===== config.mk =====
export PLATFORM = sky130hd
export DESIGN_NAME = sc_bitstream_decoder_flat
export DESIGN_NICKNAME = d
export VERILOG_FILES = /design/src/rtl/sc_bitstream_decoder_if.sv /design/src/rtl/sc_bitstream_decoder.sv /design/src/flat_wrapper.sv
export SDC_FILE = /design/constraint.sdc
export NUM_CORES = 1
export LEC_CHECK = 0
export ABC_AREA = 1
export CAP_MARGIN = 20
export CORE_MARGIN = 2
export CORE_UTILIZATION = 50
export CTS_CLUSTER_DIAMETER = 120
export CTS_CLUSTER_SIZE = 30
export DETAILED_ROUTE_END_ITERATION = 16
export PLACE_DENSITY = 0.8
export SETUP_SLACK_MARGIN = 0.2
export SKIP_LAST_GASP = 1
export SYNTH_ARGS = -nofsm -noshare
export SYNTH_HDL_FRONTEND = slang
export SYNTH_SLANG_ARGS = --single-unit

===== constraint.sdc =====
create_clock -name clk -period 1.9 [get_ports clk]
set_input_delay 0.57 -clock clk [delete_from_list [all_inputs] [get_ports clk]]
set_output_delay 0.57 -clock clk [all_outputs]
set_load 0.02 [all_outputs]

===== src/rtl/sc_bitstream_decoder_if.sv =====
// Handshake bundle between a stochastic MAC stream source and the bitstream decoder.
interface sc_bitstream_decoder_if #(
  parameter int CNT_WIDTH = 7
);
  logic                 start;
  logic                 sn;
  logic                 sn_valid;
  logic                 busy;
  logic [CNT_WIDTH-1:0] phase;
  logic                 done;
  logic [CNT_WIDTH:0]   result;

  modport master (
    output start, sn, sn_valid,
    input  busy, phase, done, result
  );

  modport slave (
    input  start, sn, sn_valid,
    output busy, phase, done, result
  );
endinterface


===== src/rtl/sc_bitstream_decoder.sv =====
// Stochastic bitstream decoder: counts ones over a window of 2^CNT_WIDTH valid samples
// and reports either the unipolar count or the saturated bipolar value.
module sc_bitstream_decoder #(
  parameter int CNT_WIDTH = 7,
  parameter bit BIPOLAR   = 1'b0
) (
  input logic                   clk,
  input logic                   rst,
  sc_bitstream_decoder_if.slave bus
);
  typedef enum logic {IDLE, ACCUM} state_t;

  localparam logic [CNT_WIDTH-1:0] LAST_PHASE = '1;
  localparam logic [CNT_WIDTH-1:0] PHASE_ONE  = {{(CNT_WIDTH-1){1'b0}}, 1'b1};
  localparam logic [CNT_WIDTH:0]   WINDOW     = {1'b1, {CNT_WIDTH{1'b0}}};
  localparam logic [CNT_WIDTH:0]   MAX_POS    = {1'b0, {CNT_WIDTH{1'b1}}};

  state_t               state, state_next;
  logic [CNT_WIDTH:0]   acc, acc_next;
  logic [CNT_WIDTH-1:0] phase, phase_next;
  logic                 done, done_next;
  logic [CNT_WIDTH:0]   result, result_next;
  logic [CNT_WIDTH:0]   ones;
  logic [CNT_WIDTH+1:0] twice;
  logic [CNT_WIDTH:0]   result_f;

  // sn is masked by sn_valid so an undriven sn during stalls cannot reach acc
  assign ones = acc + {{CNT_WIDTH{1'b0}}, bus.sn_valid & bus.sn};

  always_comb begin
    twice    = {ones, 1'b0} - {1'b0, WINDOW};
    result_f = ones;
    if (BIPOLAR) begin
      // only ones == window lands at +2^CNT_WIDTH, which does not fit the signed result
      result_f = (!twice[CNT_WIDTH+1] && twice[CNT_WIDTH]) ? MAX_POS : twice[CNT_WIDTH:0];
    end
  end

  always_ff @(posedge clk) begin
    if (rst) begin
      state  <= IDLE;
      acc    <= '0;
      phase  <= '0;
      done   <= 1'b0;
      result <= '0;
    end else begin
      state  <= state_next;
      acc    <= acc_next;
      phase  <= phase_next;
      done   <= done_next;
      result <= result_next;
    end
  end

  always_comb begin
    state_next  = state;
    acc_next    = acc;
    phase_next  = phase;
    done_next   = 1'b0;
    result_next = result;
    case (state)
      IDLE: begin
        if (bus.start) begin
          state_next = ACCUM;
          acc_next   = '0;
          phase_next = '0;
        end
      end
      ACCUM: begin
        if (bus.sn_valid) begin
          if (phase == LAST_PHASE) begin
            result_next = result_f;
            done_next   = 1'b1;
            state_next  = IDLE;
            phase_next  = '0;
            acc_next    = '0;
          end else begin
            acc_next   = ones;
            phase_next = phase + PHASE_ONE;
          end
        end
      end
      default: state_next = IDLE;
    endcase
  end

  assign bus.busy   = (state == ACCUM);
  assign bus.phase  = phase;
  assign bus.done   = done;
  assign bus.result = result;
endmodule


===== src/flat_wrapper.sv =====
// flat-port wrapper written by rule: the top's interface ports become plain ports
module sc_bitstream_decoder_flat 
#(
  parameter int CNT_WIDTH = 7,
  parameter bit BIPOLAR   = 1'b0
)
  (clk, rst, bus_start, bus_sn, bus_sn_valid, bus_busy, bus_phase, bus_done, bus_result);
  sc_bitstream_decoder_if #(.CNT_WIDTH(CNT_WIDTH)) bus_i ();
  input logic clk;
  input logic rst;
  input wire logic [$bits(bus_i.start)-1:0] bus_start;
  input wire logic [$bits(bus_i.sn)-1:0] bus_sn;
  input wire logic [$bits(bus_i.sn_valid)-1:0] bus_sn_valid;
  output wire logic [$bits(bus_i.busy)-1:0] bus_busy;
  output wire logic [$bits(bus_i.phase)-1:0] bus_phase;
  output wire logic [$bits(bus_i.done)-1:0] bus_done;
  output wire logic [$bits(bus_i.result)-1:0] bus_result;
  assign bus_i.start = bus_start;
  assign bus_i.sn = bus_sn;
  assign bus_i.sn_valid = bus_sn_valid;
  assign bus_busy = bus_i.busy;
  assign bus_phase = bus_i.phase;
  assign bus_done = bus_i.done;
  assign bus_result = bus_i.result;
  sc_bitstream_decoder #(.CNT_WIDTH(CNT_WIDTH), .BIPOLAR(BIPOLAR)) u_core (.clk(clk), .rst(rst), .bus(bus_i));
endmodule

==> flow_summary.html <==
<table>
<tr><th>Metric</th><th>Value</th></tr>
<tr><th colspan="2">Outcome</th></tr>
<tr><td>Outcome</td><td>finished clean</td></tr>
<tr><th colspan="2">Clock network</th></tr>
<tr><td>Hold buffer count at cts</td><td>0</td></tr>
<tr><td>CTS HTree Levels</td><td>1</td></tr>
<tr><td>Skew-Pair Late Insertion Delay</td><td>0.34 ns</td></tr>
<tr><td>Number of buffers added by the clock tree synthesis step</td><td>3</td></tr>
<tr><td>Maximum number of buffers from clock root to sink</td><td>2</td></tr>
<tr><td>Count of buffers added by post-CTS timing repair for setup</td><td>0</td></tr>
<tr><td>Cell at the root of the clock tree</td><td>clkbuf_4</td></tr>
<tr><td>Clock tree sinks</td><td>25</td></tr>
<tr><td>CTS tree</td><td>built</td></tr>
<tr><td>Clock-pin slew reported for the worst setup and hold paths after clock tree synthesis</td><td>0.15 ns</td></tr>
<tr><th colspan="2">Worst setup path</th></tr>
<tr><td>Total buffers and inverters traversed by the critical path</td><td>1</td></tr>
<tr><td>Arr. time, crit path</td><td>1.10 ns</td></tr>
<tr><td>Maximum single-stage delay on the critical path</td><td>0.40 ns</td></tr>
<tr><td>CP startpoint kind</td><td>flip-flop</td></tr>
<tr><td>Kind of cell with the highest combined delay on the critical path</td><td>flip-flops</td></tr>
<tr><td>Library cell contributing the largest single delay on the critical path</td><td>dfxtp_1</td></tr>
<tr><td>Highest net fanout along the worst path</td><td>4</td></tr>
<tr><td>Cell breakdown of the critical path</td><td>dlygate4sd2_1</td></tr>
<tr><td>Critical Path Sink Type</td><td>output port</td></tr>
<tr><td>Category of the critical setup timing path</td><td>flip-flop to output port</td></tr>
<tr><td>Critical Path RT</td><td>1.33 ns</td></tr>
<tr><th colspan="2">Global route</th></tr>
<tr><td>Number of antenna violations at the first check in global routing</td><td>0</td></tr>
<tr><td>Largest net degree at the start of global routing</td><td>16</td></tr>
<tr><td>Aggregate global routing overflow</td><td>0</td></tr>
<tr><td>Global-route wire length before repair</td><td>4770 µm</td></tr>
<tr><td>Number of global-route vias before repair</td><td>1092</td></tr>
<tr><td>Overall track demand over capacity in global routing</td><td>24.5%</td></tr>
<tr><th colspan="2">Floorplan</th></tr>
<tr><td>Core footprint</td><td>2190 µm²</td></tr>
<tr><td>IO Pins</td><td>22</td></tr>
<tr><td>Number of cell rows</td><td>17</td></tr>
<tr><td>Horizontal extent of the die</td><td>52.1 µm</td></tr>
<tr><td>Die Area</td><td>2720 µm²</td></tr>
<tr><td>Effective utilization at floorplan</td><td>52.9%</td></tr>
<tr><td>DIE HEIGHT</td><td>52.1 µm</td></tr>
<tr><th colspan="2">Job</th></tr>
<tr><td>Max-cap violations</td><td>0</td></tr>
<tr><th colspan="2">Final layout</th></tr>
<tr><td>Number of inserted diodes</td><td>0</td></tr>
<tr><td>Share of cells above drive strength 1</td><td>17.6%</td></tr>
<tr><td>Post-Layout Inst Area</td><td>1530 µm²</td></tr>
<tr><td>Most frequent standard cell in the layout excluding fill and tap cells</td><td>nand2_1</td></tr>
<tr><td>Highest-count cells in the layout ignoring fill and taps</td><td>55 x nand2_1, 24 x dfxtp_1, 14 x dlygate4sd2_1, 13 x nand3_1, 13 x a21oi_1</td></tr>
<tr><td>Final-stage net count</td><td>196</td></tr>
<tr><td>Area growth from synthesis to layout</td><td>32.0%</td></tr>
<tr><td>Non-filler instance count after layout</td><td>215</td></tr>
<tr><th colspan="2">Pwr</th></tr>
<tr><td>Internal power consumption</td><td>640 µW</td></tr>
<tr><td>Net switching power</td><td>231 µW</td></tr>
<tr><td>Relative contribution of combinational cells to total power</td><td>8.6%</td></tr>
<tr><td>Cell leakage power</td><td>0.000684 µW</td></tr>
<tr><td>Clock share of power</td><td>30.2%</td></tr>
<tr><td>Switching power as a share of total power</td><td>26.5%</td></tr>
<tr><td>Sequential fraction of design power</td><td>61.2%</td></tr>
<tr><td>Cell Pwr Density</td><td>570 nW/µm²</td></tr>
<tr><td>Worst vdd ir</td><td>383 µV</td></tr>
<tr><th colspan="2">Timing</th></tr>
<tr><td>Count of final hold-check violations</td><td>0</td></tr>
<tr><td>Post-route minimum period</td><td>1.67 ns</td></tr>
<tr><td>Final worst-path cycle share</td><td>87.7%</td></tr>
<tr><td>Slew HR</td><td>73.7%</td></tr>
<tr><td>Tightest Pin Transition</td><td>0.394 ns</td></tr>
<tr><td>Final-layout worst hold slack</td><td>0.478 ns</td></tr>
<tr><td>Fmax</td><td>0.600 GHz</td></tr>
<tr><td>Clock Skew</td><td>0.00854 ns</td></tr>
<tr><td>Total count of max-transition violations in the final report</td><td>0</td></tr>
<tr><td>RSZ-0062 raised after global routing</td><td>no</td></tr>
<tr><td>Final-report setup violation count</td><td>0</td></tr>
<tr><th colspan="2">Route</th></tr>
<tr><td>Detailed-route DRC error count</td><td>0</td></tr>
<tr><td>WL final</td><td>2940 µm</td></tr>
<tr><td>Final ANT Viol Nets</td><td>0</td></tr>
<tr><td>Iter 0 DRT Violations</td><td>22</td></tr>
<tr><td>Post-detailed-route via-to-cell ratio</td><td>5.25</td></tr>
<tr><td>Average routed wire per standard cell</td><td>13.7 µm</td></tr>
<tr><td>Count of TritonRoute iterations in the first routing pass</td><td>4</td></tr>
<tr><td>Routed via count</td><td>1129</td></tr>
<tr><th colspan="2">Placed design</th></tr>
<tr><td>Total of buffers placed on input and output ports</td><td>21</td></tr>
<tr><td>Placed instance area</td><td>1440 µm²</td></tr>
<tr><td>Routability-driven placement congestion ratio</td><td>0.784</td></tr>
<tr><td>DP Cell Count</td><td>211</td></tr>
<tr><td>Estimated wirelength of the detail-placed design</td><td>1990 µm</td></tr>
<tr><th colspan="2">Synthesis</th></tr>
<tr><td>Total of flip-flops plus latches after synthesis</td><td>25</td></tr>
<tr><td>Mean area per synthesized cell</td><td>7.29 µm²</td></tr>
<tr><td>Distinct cells, synth</td><td>21</td></tr>
<tr><td>Share of flip-flops with an asynchronous set or reset</td><td>0%</td></tr>
<tr><td>Syn nets</td><td>167</td></tr>
<tr><td>Seq/Total Area, Yosys</td><td>43.2%</td></tr>
<tr><td>Warnings from Yosys</td><td>0</td></tr>
<tr><td>Synthesized area</td><td>1160 µm²</td></tr>
<tr><td>Gate Count Post-Synth</td><td>159</td></tr>
<tr><td>Synth Flop Type</td><td>dfxtp_1</td></tr>
<tr><td>EDFF count, synth</td><td>0</td></tr>
<tr><th colspan="2">Worst hold path</th></tr>
<tr><td>Classification of the worst-slack hold path</td><td>flip-flop to flip-flop</td></tr>
</table>
## sequential cells by signal, indices dropped and copies added, names as in the netlist
signal             cells
u_core.acc             8
u_core.bus.busy        1
u_core.bus.done        1
u_core.bus.phase       7
u_core.bus.result      8
## logic make-up after synthesis
group	after synthesis	synth area share, %
simple gates	88	33.8
flops	25	43.2
compound gates	24	11.3
buf+inv	16	6.16
xor+xnor	3	2.27
fa+ha+maj	3	3.24
## cells in the mapped netlist, types with 2 or more instances
library cell | count | area share (%)
ha_1 | 3 | 3.2
xnor2_1 | 2 | 1.5
a21oi_1 | 15 | 6.5
nand2_1 | 57 | 18
nor2_1 | 10 | 3.2
inv_1 | 11 | 3.6
dfxtp_1 | 25 | 43
clkbuf_1 | 2 | 0.65
nand3_1 | 15 | 6.5
o21ai_0 | 8 | 3.5
## layout make-up
cell class	count	area [µm²]
Sequential cell	25	502
Timing Repair Buffer	28	255
Multi-Input combinational cell	118	662
Inverter	12	45.0
Clock buffer	3	22.5
Fill cell	177	662
Clock inverter	1	7.51
Tap cell	28	35.0
## per-stage QoR
step | setup slack [ns] | power, µW | TNS (ns) | util, %
CTS | 0.173 | 869 | 0 | 68.2
global placement | -0.155 | 616 | -1.31 | 65.8
global route | 0.206 | 896 | 0 | 69.8
floorplan | 0.352 | 583 | 0 | -
detailed placement | -0.246 | 617 | -1.85 | 65.8
finish | 0.234 | 871 | 0 | 69.8
## timing repair
action                                  CTS  global route
gates resized for setup                  27            16
endpoints found under the setup margin   23            14
pin swaps                                 2             5
## metal layers
layer / vias to the layer above / routed length, µm / GRT usage, %
li1: 565 / - / -
met1: 520 / 1230 / 27.3
met2: 29 / 1490 / 43.9
met3: 15 / 76 / 3.45
met4: 0 / 146 / 14.1
met5: - / 0 / 0
## path summary, 6_finish.rpt
| path | from | slack [ns] | depth (start not counted) | end |
|---|---|---|---|---|
| max | u_core.bus.phase[6] | 0.23 | 1 | bus_phase[6] |
| max reg2reg | u_core.bus.phase[0] | 0.39 | 7 | u_core.acc[0] |
| min | u_core.bus.result[4] | 0.48 | 2 | u_core.bus.result[4] |
| min reg2reg | u_core.bus.result[4] | 0.48 | 2 | u_core.bus.result[4] |
## tightest hold or removal path, cell delays in order, from the launching register on
cell and delay [ns]:
dfxtp_1 0.34, nand3_1 0.07, nand2_1 0.05
## power by group through the flow
| stage | combinational, µW | clock, µW | sequential (µW) |
|---|---|---|---|
| 5_1_grt | 80.8 | 282 | 534 |
| 4_1_cts | 71.1 | 265 | 532 |
| 3_3_place_gp | 72.8 | 0 | 543 |
| 3_5_place_dp | 73.1 | 0 | 544 |
| 6_report | 75.2 | 263 | 533 |
| 2_1_floorplan | 35.5 | 0 | 547 |
Note: power is estimated with default switching activity, not from simulation.
==> edit: new RTL, same flow settings <==
`CNT_WIDTH` is set to 7 in 3 places; all go to 14.
--- a/src/rtl/sc_bitstream_decoder_if.sv
+++ b/src/rtl/sc_bitstream_decoder_if.sv
@@ -1,6 +1,6 @@
 // Handshake bundle between a stochastic MAC stream source and the bitstream decoder.
 interface sc_bitstream_decoder_if #(
-  parameter int CNT_WIDTH = 7
+  parameter int CNT_WIDTH = 14
 );
   logic                 start;
   logic                 sn;
--- a/src/rtl/sc_bitstream_decoder.sv
+++ b/src/rtl/sc_bitstream_decoder.sv
@@ -1,7 +1,7 @@
 // Stochastic bitstream decoder: counts ones over a window of 2^CNT_WIDTH valid samples
 // and reports either the unipolar count or the saturated bipolar value.
 module sc_bitstream_decoder #(
-  parameter int CNT_WIDTH = 7,
+  parameter int CNT_WIDTH = 14,
   parameter bit BIPOLAR   = 1'b0
 ) (
   input logic                   clk,
--- a/src/flat_wrapper.sv
+++ b/src/flat_wrapper.sv
@@ -1,7 +1,7 @@
 // flat-port wrapper written by rule: the top's interface ports become plain ports
 module sc_bitstream_decoder_flat 
 #(
-  parameter int CNT_WIDTH = 7,
+  parameter int CNT_WIDTH = 14,
   parameter bit BIPOLAR   = 1'b0
 )
   (clk, rst, bus_start, bus_sn, bus_sn_valid, bus_busy, bus_phase, bus_done, bus_result);
Ports: changed (resized bus_phase and bus_result); port bits go from 22 to 36. The function was not compared with the original's and may differ.
==> edit against the original RTL <==
  * First-iteration DRC count rose to 11 times the old value
  * Routed wire length is 140% higher
  * Design area grew 110%
  * Critical endpoint is now u_core.bus.result[13]$_SDFFE_PP0P_
  * Sequential share of layout area decreased by 4.0 points
  * Sequential cell count increased by 21
  * Non-clock buffer count increased by 42
  * Power is 99% higher
  * Worst setup slack got worse by 0.15 ns
  * Register-to-register slack worse by 0.30 ns
  * Synthesized area is 98% higher
  * Via count grew 120%
==> edit: results (changes against the original RTL) <==
[outcome]
outcome=complete, no violations

[pwr]
irDropWorstVdd_v=0.000372  ; -2.9%
p_leak_uw=0.00137  ; +100%

[placement]
gp_congestion=0.902  ; +15%
port-buffer-count=35  ; +67%
dpl.hpwl_um=3810  ; +92%
placedInstanceArea_um2=2800  ; +94%

[worst_setup_path]
arrival_ns=2.01  ; +0.91 ns
rrSetupSlack_ns=0.09  ; -0.30 ns
startpoint=u_core.bus.phase[0]$_SDFFE_PP0P_
cp_max_fo=8  ; +4

[hold_path]
holdCritStartpoint=u_core.bus.result[10]$_SDFFE_PP0P_
min_path_type=reg -> reg

[logic_synthesis]
ys_top_cells_by_count=nand2_1 (119), dfxtp_1 (46), a21oi_1 (29)
async_flop_share_pct=0  ; unchanged
synth-warning-count=0  ; unchanged
ys_types=27  ; +29%
synth_area_leaders=dfxtp_1 (40%), nand2_1 (19%), a21oi_1 (6.3%)
synth_most_common_cell=nand2_1
syn-num-nets=340  ; +100%
synth_seq_area_share_pct=40.2  ; -3.0 points

[floorplanning]
rows=24  ; +7

[clock_tree]
cts_root_buf=clkbuf_8
clk_pin_slew_ns=0.08  ; -0.07 ns
cts_buffer_depth=2  ; unchanged
htree_levels=2  ; +1
worstSkewPairLatency_ns=0.31  ; -0.03 ns
cts_buffers=5  ; +2

[global_route]
overflow=0  ; unchanged
antenna_found_initial=0  ; unchanged
grt_pass1_wl_um=10600  ; +120%
track_usage_pct=26.2  ; +1.7 points
grt_pass1_vias=2411  ; +120%
grt_max_degree=26  ; +10

[sta]
maxSlewHeadroom_pct=67.8  ; -5.9 points
skew_ns=0.00846  ; -0.0000835 ns

[routing]
routed_wl_um=7000  ; +140%
firstDrtPassIters=4  ; unchanged
via_per_inst=5.51  ; +4.8%
drtIter0Drc=232  ; +950%

[final_layout]
diodes=0  ; unchanged
drive_above_1_share_pct=23.8  ; +6.2 points
nNetsFinal=406  ; +110%
top_regs=u_core.acc x15, u_core.bus.result x15, u_core.bus.phase x14

## edit: changes by cell type after synthesis, sizes merged, moves of 5 or more
cell / change
nor2: +14
nand3: +11
buf: +5
nand2: +63
inv: +13
dfxtp: +21
xor2: +7
a21oi: +13
nand4: +12
nor3: +5
## edit: area by class of cell
cell class / count / area (um^2)
Tap cell: 52 / 65.1
Multi-Input combinational cell: 250 / 1400
Clock buffer: 6 / 72.6
Inverter: 25 / 100
Sequential cell: 46 / 930
Timing Repair Buffer: 70 / 639
Clock inverter: 2 / 13.8
Fill cell: 324 / 1160
## edit: metrics by stage
step | worst slack [ns] | cells | hold WS, ns
2_1_floorplan | 0.219 | 332 | 0.457
3_3_place_gp | -0.337 | 426 | 0.457
3_5_place_dp | -0.410 | 426 | 0.460
4_1_cts | 0.182 | 447 | 0.470
5_1_grt | 0.0168 | 451 | 0.480
6_report | 0.0852 | 451 | 0.459
## edit: worst max-delay path: stages (launching register included)
cell     delay, ns
dfxtp_4       0.35
buf_6         0.09
ha_4          0.13
nand2_4       0.06
nor2_4        0.12
nand2_2       0.09
nor2_4        0.15
buf_6         0.12
nand4_4       0.18
buf_12        0.22
nand3_1       0.09
nand2_1       0.09
## edit: layer usage
layer  wire (um)  global-route usage [%]
met1        2790                    30.7
met2        3490                    44.3
met3         473                    6.19
met4         246                    13.6
met5           0                       0
## edit: path summary, 6_finish.rpt
kind                                              to  cells after the start
setup / recovery  u_core.bus.result[13]$_SDFFE_PP0P_                     11
hold / removal    u_core.bus.result[10]$_SDFFE_PP0P_                      2
setup reg to reg  u_core.bus.result[13]$_SDFFE_PP0P_                     11
hold reg to reg   u_core.bus.result[10]$_SDFFE_PP0P_                      2
## edit: power breakdown
group          leakage, uW  internal (uW)  total (uW)  switching [uW]
Sequential        0.000374            967         970            3.47
Clock            0.0000452            260         614             354
Combinational     0.000949           58.5         148            89.6
## edit: kinds of logic (layout without fill, tap and decap cells)
kind of cell / Yosys count / in the layout / share of synthesized area [%]
AOI/OAI and AO/OA: 40 / 40 / 9.22
xor gates and xnor gates: 11 / 11 / 4.20
adders and majority gates: 3 / 3 / 1.64
buffers and inverters: 37 / 103 / 7.36
DFF: 46 / 46 / 40.2
and+or+nand+nor: 195 / 196 / 37.4
## edit: timing repair
action | 4_1_cts | 5_1_grt
pin swaps | 10 | 17
hold buffers | 0 | 0
endpoints found under the hold margin | 0 | 0
setup endpoints to repair | 75 | 47
gates resized for setup | 56 | 39
cloned | 1 | 2
buffers inserted | 12 | 2
